<file path="src/rtl/mimm_dpram_arb.sv">
// Port arbiter and zero-fill sequencer for one PKE MIMM dual-port RAM.
// Two requesters share the write and read ports; read returns are steered by owner tag.
module mimm_dpram_arb #(
    parameter int AW   = 8,
    parameter int DW   = 64,
    parameter int DCNT = 2**AW
) (
    input  logic          clk,
    input  logic          rst,
    input  logic          init_start,
    output logic          init_busy,
    input  logic          a_wr_req,
    input  logic          b_wr_req,
    input  logic [AW-1:0] a_waddr,
    input  logic [AW-1:0] b_waddr,
    input  logic [DW-1:0] a_wdata,
    input  logic [DW-1:0] b_wdata,
    output logic          a_wr_gnt,
    output logic          b_wr_gnt,
    input  logic          a_rd_req,
    input  logic          b_rd_req,
    input  logic [AW-1:0] a_raddr,
    input  logic [AW-1:0] b_raddr,
    output logic          a_rd_gnt,
    output logic          b_rd_gnt,
    output logic          a_rvld,
    output logic          b_rvld,
    output logic [DW-1:0] a_rdata,
    output logic [DW-1:0] b_rdata,
    output logic          a_rerr,
    output logic          b_rerr,
    output logic [AW-1:0] ram_waddr,
    output logic          ram_wr,
    output logic [DW-1:0] ram_wdata,
    output logic [AW-1:0] ram_raddr,
    output logic          ram_rd,
    input  logic [DW-1:0] ram_rdata,
    input  logic          ram_parityerr,
    output logic [7:0]    err_cnt,
    input  logic          err_clr
);

    localparam int LAST_I = DCNT - 1;
    localparam logic [AW-1:0] LAST = LAST_I[AW-1:0];

    typedef enum logic {FILL, IDLE} state_t;

    state_t        state, state_nx;
    logic [AW-1:0] cnt, cnt_nx;
    logic          idle;
    logic          w_last, r_last;
    logic          w_sel_b, r_sel_b;
    logic [AW-1:0] r_addr;
    logic          r_ok;
    logic          tag_vld, tag_sel;
    logic          err_inc;

    always_ff @(posedge clk) begin
        if (rst) begin
            state <= FILL;
            cnt   <= '0;
        end else begin
            state <= state_nx;
            cnt   <= cnt_nx;
        end
    end

    always_comb begin
        state_nx = state;
        cnt_nx   = cnt;
        unique case (state)
            FILL: begin
                cnt_nx = cnt + 1'b1;
                if (cnt == LAST) begin
                    state_nx = IDLE;
                    cnt_nx   = '0;
                end
            end
            IDLE: begin
                if (init_start) begin
                    state_nx = FILL;
                    cnt_nx   = '0;
                end
            end
            default: begin
                state_nx = FILL;
                cnt_nx   = '0;
            end
        endcase
    end

    assign init_busy = (state == FILL) && !rst;
    assign idle      = (state == IDLE) && !rst;

    // w_last/r_last = 1 means B won the last conflict on that port
    assign w_sel_b  = b_wr_req && (!a_wr_req || !w_last);
    assign a_wr_gnt = idle && a_wr_req && !w_sel_b;
    assign b_wr_gnt = idle && w_sel_b;

    assign ram_wr    = init_busy || a_wr_gnt || b_wr_gnt;
    assign ram_waddr = init_busy ? cnt : (w_sel_b ? b_waddr : a_waddr);
    assign ram_wdata = init_busy ? '0 : (w_sel_b ? b_wdata : a_wdata);

    // a read hitting the word being written waits one cycle for the new data
    assign r_sel_b  = b_rd_req && (!a_rd_req || !r_last);
    assign r_addr   = r_sel_b ? b_raddr : a_raddr;
    assign r_ok     = idle && (a_rd_req || b_rd_req)
                      && !(ram_wr && (ram_waddr == r_addr));
    assign a_rd_gnt = r_ok && !r_sel_b;
    assign b_rd_gnt = r_ok && r_sel_b;

    assign ram_rd    = a_rd_gnt || b_rd_gnt;
    assign ram_raddr = r_addr;

    assign err_inc = ram_parityerr && tag_vld;

    always_ff @(posedge clk) begin
        if (rst) begin
            w_last  <= 1'b1;
            r_last  <= 1'b1;
            tag_vld <= 1'b0;
            tag_sel <= 1'b0;
            err_cnt <= '0;
        end else begin
            if (idle && a_wr_req && b_wr_req)
                w_last <= w_sel_b;
            if (r_ok && a_rd_req && b_rd_req)
                r_last <= r_sel_b;
            tag_vld <= ram_rd;
            tag_sel <= r_sel_b;
            if (err_clr)
                err_cnt <= {7'd0, err_inc};
            else if (err_inc && (err_cnt != 8'hFF))
                err_cnt <= err_cnt + 8'd1;
        end
    end

    assign a_rvld  = !rst && tag_vld && !tag_sel;
    assign b_rvld  = !rst && tag_vld && tag_sel;
    assign a_rerr  = a_rvld && ram_parityerr;
    assign b_rerr  = b_rvld && ram_parityerr;
    assign a_rdata = ram_rdata;
    assign b_rdata = ram_rdata;

endmodule

</file>
<file path="config.mk">
export PLATFORM = sky130hd
export DESIGN_NAME = mimm_dpram_arb
export DESIGN_NICKNAME = d
export VERILOG_FILES = /design/src/rtl/mimm_dpram_arb.sv
export SDC_FILE = /design/constraint.sdc
export NUM_CORES = 1
export LEC_CHECK = 0
export BUFFER_PORTS_ARGS = -buffer_cell sky130_fd_sc_hd__buf_2
export CAP_MARGIN = 15
export CORE_AREA = 2 2 181 183
export CTS_CLUSTER_SIZE = 14
export DETAILED_ROUTE_END_ITERATION = 10
export DIE_AREA = 0 0 183 185
export MAX_ROUTING_LAYER = met4
export PLACE_DENSITY = 0.4
export SLEW_MARGIN = 10
export SYNTH_ARGS = -nofsm -noshare
export SYNTH_HDL_FRONTEND = slang
export SYNTH_SLANG_ARGS = --single-unit
</file>
<file path="constraint.sdc">
create_clock -name clk -period 4.9 [get_ports clk]
set_input_delay 0.245 -clock clk [delete_from_list [all_inputs] [get_ports clk]]
set_output_delay 0.245 -clock clk [all_outputs]
set_load 0.01 [all_outputs]
</file>
Yosys cells after proc, flatten, opt, wreduce, memory -nomap -nowiden
Cells that the tools add are included.

operators by class
  add/sub/neg operators = 2
  equality and inequality tests = 4
  mux-type cells = 13
  bitwise operators = 1
  reduce and logical (&&, ||, !) cells = 39

operators by type and width
  kind                                                            count
  64-bit two-way mux                                              2
  8-bit two-way mux                                               5
  1-bit logical AND                                               22
  8-bit by 1-bit adder with 8-bit output (second input constant)  2
  8-bit one-hot mux with 2 select lines                           1
  1-bit zero test                                                 9
  8-bit equality test                                             1
  8-bit equality test (second input constant)                     1
  8-bit != test (second input constant)                           1
  1-bit logical OR                                                6
  1-bit two-way mux                                               4
  2-bit != test (second input constant)                           1
  1-bit one-hot mux with 2 select lines                           1
  2-bit nonzero test                                              1
  2-bit OR reduction                                              1
  1-bit NOT                                                       1

word-level totals
  register bits = 21
  input port bits = 233
  output and inout port bits = 227

Longest topological paths before layout
Gate-level depths: netlist of run 1.

  depth in word-level cells = 12
  mapped depth = 9

Least setup slack after synthesis of run 1
Ideal clock, no wire load.

  path kind = reg2out
  start point = register r_last
  end point = output a_rd_gnt
  arrival = 1938 ps
  path slack = 2717 ps
  cell stages (with the launch flop) = 8
  buffers on the path = 1
  cell sequence = dfxtp_1 -> a21boi_0 -> buf_2 -> mux2_2 -> xor2_1 -> nor4_2 -> a31oi_1 -> nor2b_1

between the ends
  word-level cells in the longest chain between the ends = 9
  elaborated cells between the ends (all ways) = 10

RTL lines
  what                      RTL line  source
  start: declaration        51        logic w_last, r_last;
  start signal: assignment  128       r_last <= r_sel_b;
  1-bit zero test           105       assign r_sel_b = b_rd_req && (!a_rd_req || !r_last);
  1-bit logical OR          105
  1-bit logical AND         105
  8-bit two-way mux         106       assign r_addr = r_sel_b ? b_raddr : a_raddr;
  named net ram_raddr[0]    35        output logic [AW-1:0] ram_raddr,
  8-bit equality test       108       && !(ram_wr && (ram_waddr == r_addr));
  1-bit logical AND         108
  1-bit zero test           108
  1-bit logical AND         108
  1-bit logical AND         109       assign a_rd_gnt = r_ok && !r_sel_b;
  end: declaration          24        output logic a_rd_gnt,

The timed path passes the listed nets, and every way through them passes these cells.

Worst setup path in the final report of run 1
  start point = register state
  end point = output a_rd_gnt

between the ends
  word-level cells in the longest chain between the ends = 9
  elaborated cells between the ends (all ways) = 15

RTL lines
  what                                                       RTL line  source
  start: declaration                                         48        state_t state, state_nx;
  start signal: assignment                                   63        state <= state_nx;
  branches (longest 7 deep; another with 8-bit two-way mux)  -
  1-bit logical AND (*)                                      108
  1-bit logical AND (*)                                      109

Mark *: on every way between the ends.

==> flow_summary.yaml, run 1 <==
synth:
  synthMuxAreaShare_pct: 5.071
  seq_area_frac_synth_pct: 12.81
  synth_async_sr_flop_share_pct: 0
  ys_warn_count: 0
  synth_area_leader_cell: "buf_4"
  yosysMostFrequentCell: "nand2_1"
  synth_area_sq_um: 3282
  syn_inst: 520
  synthSimpleGateAreaFrac_pct: 26.19
  synth_compound_area_share_pct: 17.73
  synth.area.top_cells: "buf_4 (30%), nand2_1 (16%), dfxtp_1 (13%), a21oi_1 (11%), mux2i_1 (3.4%)"
  synth-xor-area-share_pct: 3.736
  yosys.area.top_type_share_pct: 29.51
  synthAdderAreaFrac_pct: 0.7625
  ys_ff_latch: 21
  synth_top_family_by_area: "buffers and inverters"
  synth_edf_count: 0
  postSynthAreaPerCell_sq_um: 6.311
  synth_cell_types: 46
  synth_nets: 755
  synth.cells.most_frequent: "nand2_1 (142), buf_4 (129), a21oi_1 (74)"
  ys.flop_type: "dfxtp_1"
power:
  power_frac_comb_pct: 43.1
  clkPwrFrac_pct: 28.4
  swShare_pct: 35.31
  ir_drop_uv: 112.0
  powerDensity_nw_per_um2: 151.2
  p_int_uw: 405.9
  seqPwrFrac_pct: 28.5
  p_switching_uw: 221.5
  p_leak_nw: 2.066
global_route:
  grt_use_total_pct: 7.490
  grt_pass1_wl_um: 19270
  grt_pass1_vias: 3228
  antenna_found_initial: 0
  grt_max_degree: 74
  grt.overflow.total: 0
detailed_routing:
  drc: 0
  first_pass_iters: 4
  vias_per_cell: 3.558
  ant_nets: 0
  vias: 3711
  drt_iter0_drc: 132
  wl_per_cell_um: 13.38
  wirelength_um: 13960
timing:
  fin_skew_ns: 0.008930
  worst-slew-pin-transition_ns: 1.066
  period_share_pct: 65.12
  period_minus_slack_ns: 3.191
  final-hold-violation-count: 0
  setup_violations: 0
  slew_violations: 0
  whs_ns: 0.2044
  fin_ws_ns: 1.709
  tns_ns: 0
  max_freq_mhz: 313.4
  slew_headroom_pct: 28.76
  rsz0062_at_grt: "no"
cells_and_area:
  area_delta_synth_final_pct: 26.46
  final_nets: 871
  num_antenna_cells: 0
  drive_gt1_share_pct: 45.35
  multi_input_area_sq_um: 1763
  seq_area_sq_um: 420.4
  stdcell_count: 1043
  nFillCells: 3768
clock_network:
  cts_tree: "yes"
  clock_sinks: 21
  clock_latency_ns: 0.26
  cts_resized: 0
  htree_levels: 1
  clockBufferDepth: 2
  clk_pin_slew_ns: 0.07
  clock-root-buffer: "clkbuf_16"
  post-cts-setup-buffers: 0
  numCtsBuffers: 3
  cts_hold_buffers: 0
run_status:
  status: "finished clean"
setup_path:
  regToRegEndpoint: "r_last"
  path_max_fanout: 42
  worst_ep_required_time_ns: 4.66
  path_cells: "nor2_4 -> o21ai_1 -> xor2_1 -> nor4_2 -> a31oi_1 -> nor2b_1 -> buf_2"
  rrSetupSlack_ns: 2.29
  endpoint_kind: "primary output"
  slowest_delay_ns: 0.90
  slowest_stage: "nor2_4"
  path_class: "reg2out"
  cp.arrival_ns: 2.95
  r2r-start: "state"
  r2r_cells: 6
  cp-start-kind: "flip-flop"
flow_run:
  cap_viol_max_count: 0
die:
  die_w_um: 183
  rows: 66
  floorplan.initialDensity_pct: 10.24
  core-area_sq_um: 32040
  die_h_um: 185
  io_pins: 460
  dieArea_sq_um: 33860
placed_design:
  dp_cells: 1039
  hpwl_um: 11380
  routabilityCongestion: 0.7620
  pre_cts_ws_ns: 1.916
  portBuffers: 267
hold_path:
  hold_depth: 2
  holdCritStartpoint: "err_clr"
  min_path_type: "in2reg"
  holdPathEnd: "err_cnt[0]"
cell usage in the layout, fill, tap and decap left out, drive strengths merged, types with 2 or more instances in the layout:
| cell type | instances |
|---|---|
| mux2i | 11 |
| nand2 | 142 |
| xnor2 | 3 |
| a21oi | 75 |
| and3 | 2 |
| o21ai | 13 |
| xor2 | 11 |
| a31oi | 5 |
| a21boi | 2 |
| a211oi | 3 |
| nor2 | 21 |
| clkbuf | 3 |
| nor3b | 2 |
| dfxtp | 21 |
| nand2b | 3 |
| nor2b | 5 |
| mux2 | 5 |
| a311oi | 2 |
| ha | 2 |
| nand3b | 3 |
| and2 | 4 |
| buf | 270 |
| nor4 | 2 |
| nand3 | 6 |
| inv | 4 |
| nand4 | 3 |
| or3 | 2 |
per-stage QoR:
stage	area (sq um)	utilization (%)	power, mW
2_1_floorplan	3282	-	0.4208
3_5_place_dp	4068	12.70	0.4565
4_1_cts	4150	12.95	0.6373
5_1_grt	4150	12.95	0.6706
3_3_place_gp	4068	12.70	0.4567
6_report	4150	12.95	0.6274
how the worst max path moves through the flow:
| stage | cells after the start | endpoint | slack (ns) | startpoint |
|---|---|---|---|---|
| final | 7 | a_rd_gnt | 1.71 | state |
| after global routing | 7 | a_rd_gnt | 1.39 | state |
| after CTS | 7 | a_rd_gnt | 1.62 | state |
| after detailed placement | 7 | a_rd_gnt | 1.92 | state |
| after global placement | 10 | a_rd_gnt | 1.97 | a_wr_req |
| after floorplan | 7 | a_rd_gnt | 2.72 | r_last |
worst max-delay path: cells and delay by family, from the launching register on:
family | cells | cell delay, ns
compound gates | 2 | 0.39
buf+inv | 1 | 0.18
xor+xnor | 1 | 0.23
simple gates | 3 | 1.39
flops | 1 | 0.49
routing by layer:
layer	routed length, um	global-route usage (%)	share of wire, %
met1	5586	8.992	40
met2	6438	11.48	46
met3	1347	2.320	9.7
met4	584	3.424	4.2
met5	0	-	0
logic make-up after synthesis:
kind of cell / after synthesis
AO/OA/AOI/OAI: 105
XOR/XNOR: 14
adder cells (fa/ha/maj): 2
buffers and inverters: 163
flip-flops: 21
multiplexers: 16
AND/OR/NAND/NOR: 199
sequential cells by signal, indices dropped and copies added (netlist names):
| register | cells |
|---|---|
| cnt | 8 |
| err_cnt | 8 |
| r_last | 1 |
| state | 1 |
| tag_sel | 1 |
| tag_vld | 1 |
| w_last | 1 |
final cells by class:
| class | instances | area share [%] |
|---|---|---|
| clock buffer | 3 | 1.809 |
| clock inverter | 1 | 0.1809 |
| inverter | 4 | 0.3618 |
| multi-input combinational | 336 | 42.48 |
| sequential | 21 | 10.13 |
| tap | 408 | 12.30 |
| timing repair buffer | 270 | 32.74 |
power by group through the flow:
stage | Sequential [mW] | Combinational [mW] | Clock, mW
after floorplan | 0.180 | 0.241 | 0
after global placement | 0.183 | 0.274 | 0
after detailed placement | 0.182 | 0.274 | 0
after CTS | 0.178 | 0.276 | 0.183
after global routing | 0.179 | 0.301 | 0.191
final | 0.179 | 0.271 | 0.178
No activity file was read; power rests on OpenSTA's default activity.
==> run 2: changes to the inputs <==
clock period = 3.3 ns   (was 4.9 ns; I/O delays follow)
==> run 2 against run 1 <==
  * First-iteration DRC count up 30%
  * Non-clock buffer count up 4
  * Sequential share of layout area down 0.064 points
  * Register-to-register slack worse by 1.2 ns
==> flow_summary.yaml, run 2 (synthesized netlist as in run 1, its figures left out) <==
setup_path:
  r2r-start: "w_last"
  cp_top_family: "compound AO/OA/AOI/OAI gates"
  slowest_stage: "buf_4"
  path_cells: "a21boi_4 -> buf_4 -> mux2i_1 -> o21ai_1 -> xor2_1 -> nor2_1 -> a31oi_1 -> and2_1 -> buf_2"
  regToRegEndpoint: "r_last"
  slowest_delay_ns: 0.39
  path_class: "reg2out"
  cp_num_cells: 9
  endpoint_kind: "primary output"
  worst_ep_required_time_ns: 3.13
  cp-start-kind: "flip-flop"
  cp.arrival_ns: 2.50
  path_buf_inv: 2
  rrSetupSlack_ns: 1.09
  startpoint: "w_last"
  critPathCapture: "b_rd_gnt"
  path_max_fanout: 30
  r2r_cells: 8
die:
  dieArea_sq_um: 33860
  die_h_um: 185
  core-area_sq_um: 32040
  io_pins: 460
  floorplan.initialDensity_pct: 10.24
  die_w_um: 183
  rows: 66
detailed_routing:
  wirelength_um: 13920
  drt_iter0_drc: 171
  first_pass_iters: 4
  wl_per_cell_um: 13.30
  vias_per_cell: 3.486
  vias: 3650
  ant_nets: 0
  drc: 0
cells_and_area:
  seq_area_sq_um: 420.4
  multi_input_area_sq_um: 1763
  stdcell_count: 1047
  num_antenna_cells: 0
  final_nets: 875
  drive_gt1_share_pct: 45.54
  layout_common_cells: "buf_2 (267), nand2_1 (142), a21oi_1 (74)"
  nFillCells: 3763
  layout_commonest_cell: "buf_2"
  area_delta_synth_final_pct: 27.26
  final_util_pct: 13.04
  top_regs: "cnt x8, err_cnt x8"
timing:
  period_minus_slack_ns: 2.669
  rsz0062_at_grt: "no"
  final-hold-violation-count: 0
  tns_ns: 0
  fin_skew_ns: 0.001426
  worst-slew-pin-transition_ns: 0.5965
  fin_ws_ns: 0.6312
  max_freq_mhz: 374.7
  slew_headroom_pct: 60.18
  whs_ns: 0.1352
  period_share_pct: 80.87
  slew_violations: 0
  setup_violations: 0
clock_network:
  numCtsBuffers: 3
  clock_sinks: 21
  clock_latency_ns: 0.25
  clockBufferDepth: 2
  cts_tree: "yes"
  clock-root-buffer: "clkbuf_16"
  clk_pin_slew_ns: 0.06
  cts_resized: 0
  htree_levels: 1
  cts_hold_buffers: 0
  post-cts-setup-buffers: 0
global_route:
  grt_use_total_pct: 7.380
  busiest_layer: "met2"
  grt_pass1_vias: 3192
  met1_usage_pct: 9.078
  grt_pass1_wl_um: 18910
  antenna_found_initial: 0
  grt_max_degree: 41
  use_met3_pct: 2.300
  grt.overflow.total: 0
  met2_usage_pct: 11.02
placed_design:
  hpwl_um: 11520
  dp_cells: 1043
  portBuffers: 267
  routabilityCongestion: 0.7810
  pre_cts_ws_ns: 0.8971
run_status:
  status: "finished clean"
flow_run:
  cap_viol_max_count: 0
power:
  p_leak_nw: 2.087
  powerDensity_nw_per_um2: 222.1
  ir_drop_uv: 212.4
hold_path:
  min_path_type: "in2reg"
[run 2: changes by cell type in the layout (fill, tap and decap cells not counted)]
cell        change
buf_4           +4
clkbuf_1        +1
clkinvlp_4      -1
[run 2: layer usage]
layer / vias up / routed length [um]
met5: - / 0
met4: 0 / 592
met3: 62 / 1282
met2: 185 / 6240
met1: 1584 / 5807
li1: 1819 / -
[run 2: where the power goes]
group / switching (mW) / total (mW) / internal (mW)
sequential: 0.00717 / 0.265 / 0.258
clock: 0.0923 / 0.257 / 0.164
combinational: 0.222 / 0.406 / 0.183
total: 0.322 / 0.928 / 0.606
[run 2: metrics by stage]
| stage | total power, mW | area [sq um] |
|---|---|---|
| floorplan | 0.6249 | 3282 |
| global placement | 0.6788 | 4098 |
| detailed placement | 0.6797 | 4098 |
| CTS | 0.9470 | 4177 |
| global route | 0.9955 | 4177 |
| finish | 0.9277 | 4177 |
[run 2: how the worst min path moves through the flow]
stage / start / endpoint / slack [ns] / cells past startpoint
after floorplan: err_clr / err_cnt[0] / 0.26 / 1
after global routing: err_clr / err_cnt[0] / 0.13 / 2
final: err_clr / err_cnt[0] / 0.14 / 2
after detailed placement: ram_rdata[25] / b_rdata[25] / 0.33 / 0
after global placement: ram_rdata[25] / b_rdata[25] / 0.33 / 0
after CTS: err_clr / err_cnt[0] / 0.12 / 2
[run 2: final cells by class]
class                      count  share of cell area, %
clock buffer                   4                  1.887
inverter                       4                 0.3595
tap                          408                  12.22
timing repair buffer         274                  33.25
multi-input combinational    336                  42.21
sequential                    21                  10.07
==> run 3: changes to the inputs <==
clock period = 2.6 ns   (was 3.3 ns; I/O delays follow)
==> run 3 against run 2 <==
  * Worst setup slack worse by 0.43 ns
  * Die area is the same
  * Global-route usage shrank 0.060 points
  * Combinational power increased by 29%
  * Largest cell class unchanged
==> flow_summary.yaml, run 3 (synthesized netlist as in run 1, its figures left out) <==
run_status:
  status: "finished clean"
timing:
  period_share_pct: 92.20
  max_freq_mhz: 417.2
  setup_violations: 0
  fin_skew_ns: 0.001789
  slew_headroom_pct: 61.22
  final-hold-violation-count: 0
  worst-slew-pin-transition_ns: 0.5817
  tns_ns: 0
  period_minus_slack_ns: 2.397
  rsz0062_at_grt: "no"
  slew_violations: 0
hold_path:
  holdCritStartpoint: "err_clr"
  holdPathEnd: "err_cnt[0]"
  hold_depth: 2
  min_path_type: "in2reg"
setup_path:
  cp_top_family: "simple AND/OR/NAND/NOR gates"
  regToRegEndpoint: "r_last"
  r2r-start: "w_last"
  path_cells: "a21boi_4 -> buf_4 -> mux2i_1 -> o21ai_2 -> xnor2_1 -> nor4_2 -> a31oi_1 -> and2_1 -> buf_2"
  path_max_fanout: 4
  path_class: "reg2out"
  slowest_delay_ns: 0.36
  startpoint: "w_last"
  worst_ep_required_time_ns: 2.47
  cp.arrival_ns: 2.27
  endpoint_kind: "primary output"
  slowest_stage: "nor4_2"
  cp-start-kind: "flip-flop"
  path_buf_inv: 2
  r2r_cells: 8
  rrSetupSlack_ns: 0.64
cells_and_area:
  layout_common_cells: "buf_2 (267), nand2_1 (142), a21oi_1 (74)"
  drive_gt1_share_pct: 46.20
  final_util_pct: 13.19
  final_nets: 881
  top_regs: "cnt x8, err_cnt x8"
  nFillCells: 3804
  area_delta_synth_final_pct: 28.75
  layout_commonest_cell: "buf_2"
placed_design:
  hpwl_um: 11500
  portBuffers: 267
  routabilityCongestion: 0.7841
detailed_routing:
  wirelength_um: 13970
  vias: 3729
  drt_iter0_drc: 119
  vias_per_cell: 3.538
  wl_per_cell_um: 13.25
  first_pass_iters: 4
  drc: 0
  ant_nets: 0
flow_run:
  cap_viol_max_count: 0
clock_network:
  clock-root-buffer: "clkbuf_16"
  clock_sinks: 21
  clockBufferDepth: 2
  htree_levels: 1
  cts_tree: "yes"
  clock_latency_ns: 0.25
  clk_pin_slew_ns: 0.06
  numCtsBuffers: 3
die:
  core-area_sq_um: 32040
  rows: 66
  die_w_um: 183
  floorplan.initialDensity_pct: 10.24
  io_pins: 460
  die_h_um: 185
  dieArea_sq_um: 33860
power:
  powerDensity_nw_per_um2: 281.9
  ir_drop_uv: 190.9
  p_leak_nw: 2.120
global_route:
  grt_use_total_pct: 7.321
  grt_pass1_wl_um: 18650
  grt_pass1_vias: 3123
  antenna_found_initial: 1
  grt_max_degree: 51
  grt.overflow.total: 0
run 3: cell types whose count changed in the layout (fill, tap and decap cells not counted):
cell and change:
buf_4 +6, clkbuf_1 -1, clkinv_2 +1, diode_2 +1
run 3: final cells by class:
cell class / instances / area, sq um / area share (%)
timing repair buffer: 280 / 1434 / 33.94
sequential: 21 / 420.4 / 9.950
clock inverter: 1 / 5.005 / 0.1184
multi-input combinational: 336 / 1763 / 41.72
clock buffer: 3 / 75.07 / 1.777
inverter: 4 / 15.01 / 0.3553
antenna: 1 / 2.502 / 0.05922
tap: 408 / 510.5 / 12.08
run 3: worst max-delay path by stage:
stage	to	cells past startpoint
after floorplan	a_rd_gnt	7
final	b_rd_gnt	9
after detailed placement	b_rd_gnt	8
after global routing	b_rd_gnt	8
after global placement	b_rd_gnt	8
after CTS	b_rd_gnt	8
run 3: through the flow:
stage / hold slack (ns) / area [sq um] / cells / power [mW] / setup slack [ns]
after floorplan: 0.2256 / 3282 / 520 / 0.7931 / 0.5323
after global placement: 0.2601 / 4113 / 1045 / 0.8644 / 0.4258
after detailed placement: 0.2601 / 4113 / 1045 / 0.8649 / 0.3948
after CTS: 0.08510 / 4193 / 1049 / 1.209 / 0.1010
after global routing: 0.08876 / 4225 / 1054 / 1.276 / 0.05640
final: 0.09924 / 4225 / 1054 / 1.191 / 0.2028
run 3: what timing repair did:
action,in CTS,in global routing
setup endpoints to repair,0,2
gates resized for setup,0,0
setup buffers,0,4
hold buffers,0,0
run 3: metal layers:
layer	wire, um	global-route usage, %	share of wire [%]
met5	0	-	0
met4	603	3.648	4.3
met3	1258	2.143	9.0
met2	6351	11.03	45
met1	5756	8.902	41
run 3: report_power, final:
part           internal (mW)  total [mW]  switching [mW]
logic                  0.238       0.522           0.284
registers              0.327       0.335         0.00838
clock network          0.207       0.334           0.127
total                  0.772        1.19           0.420
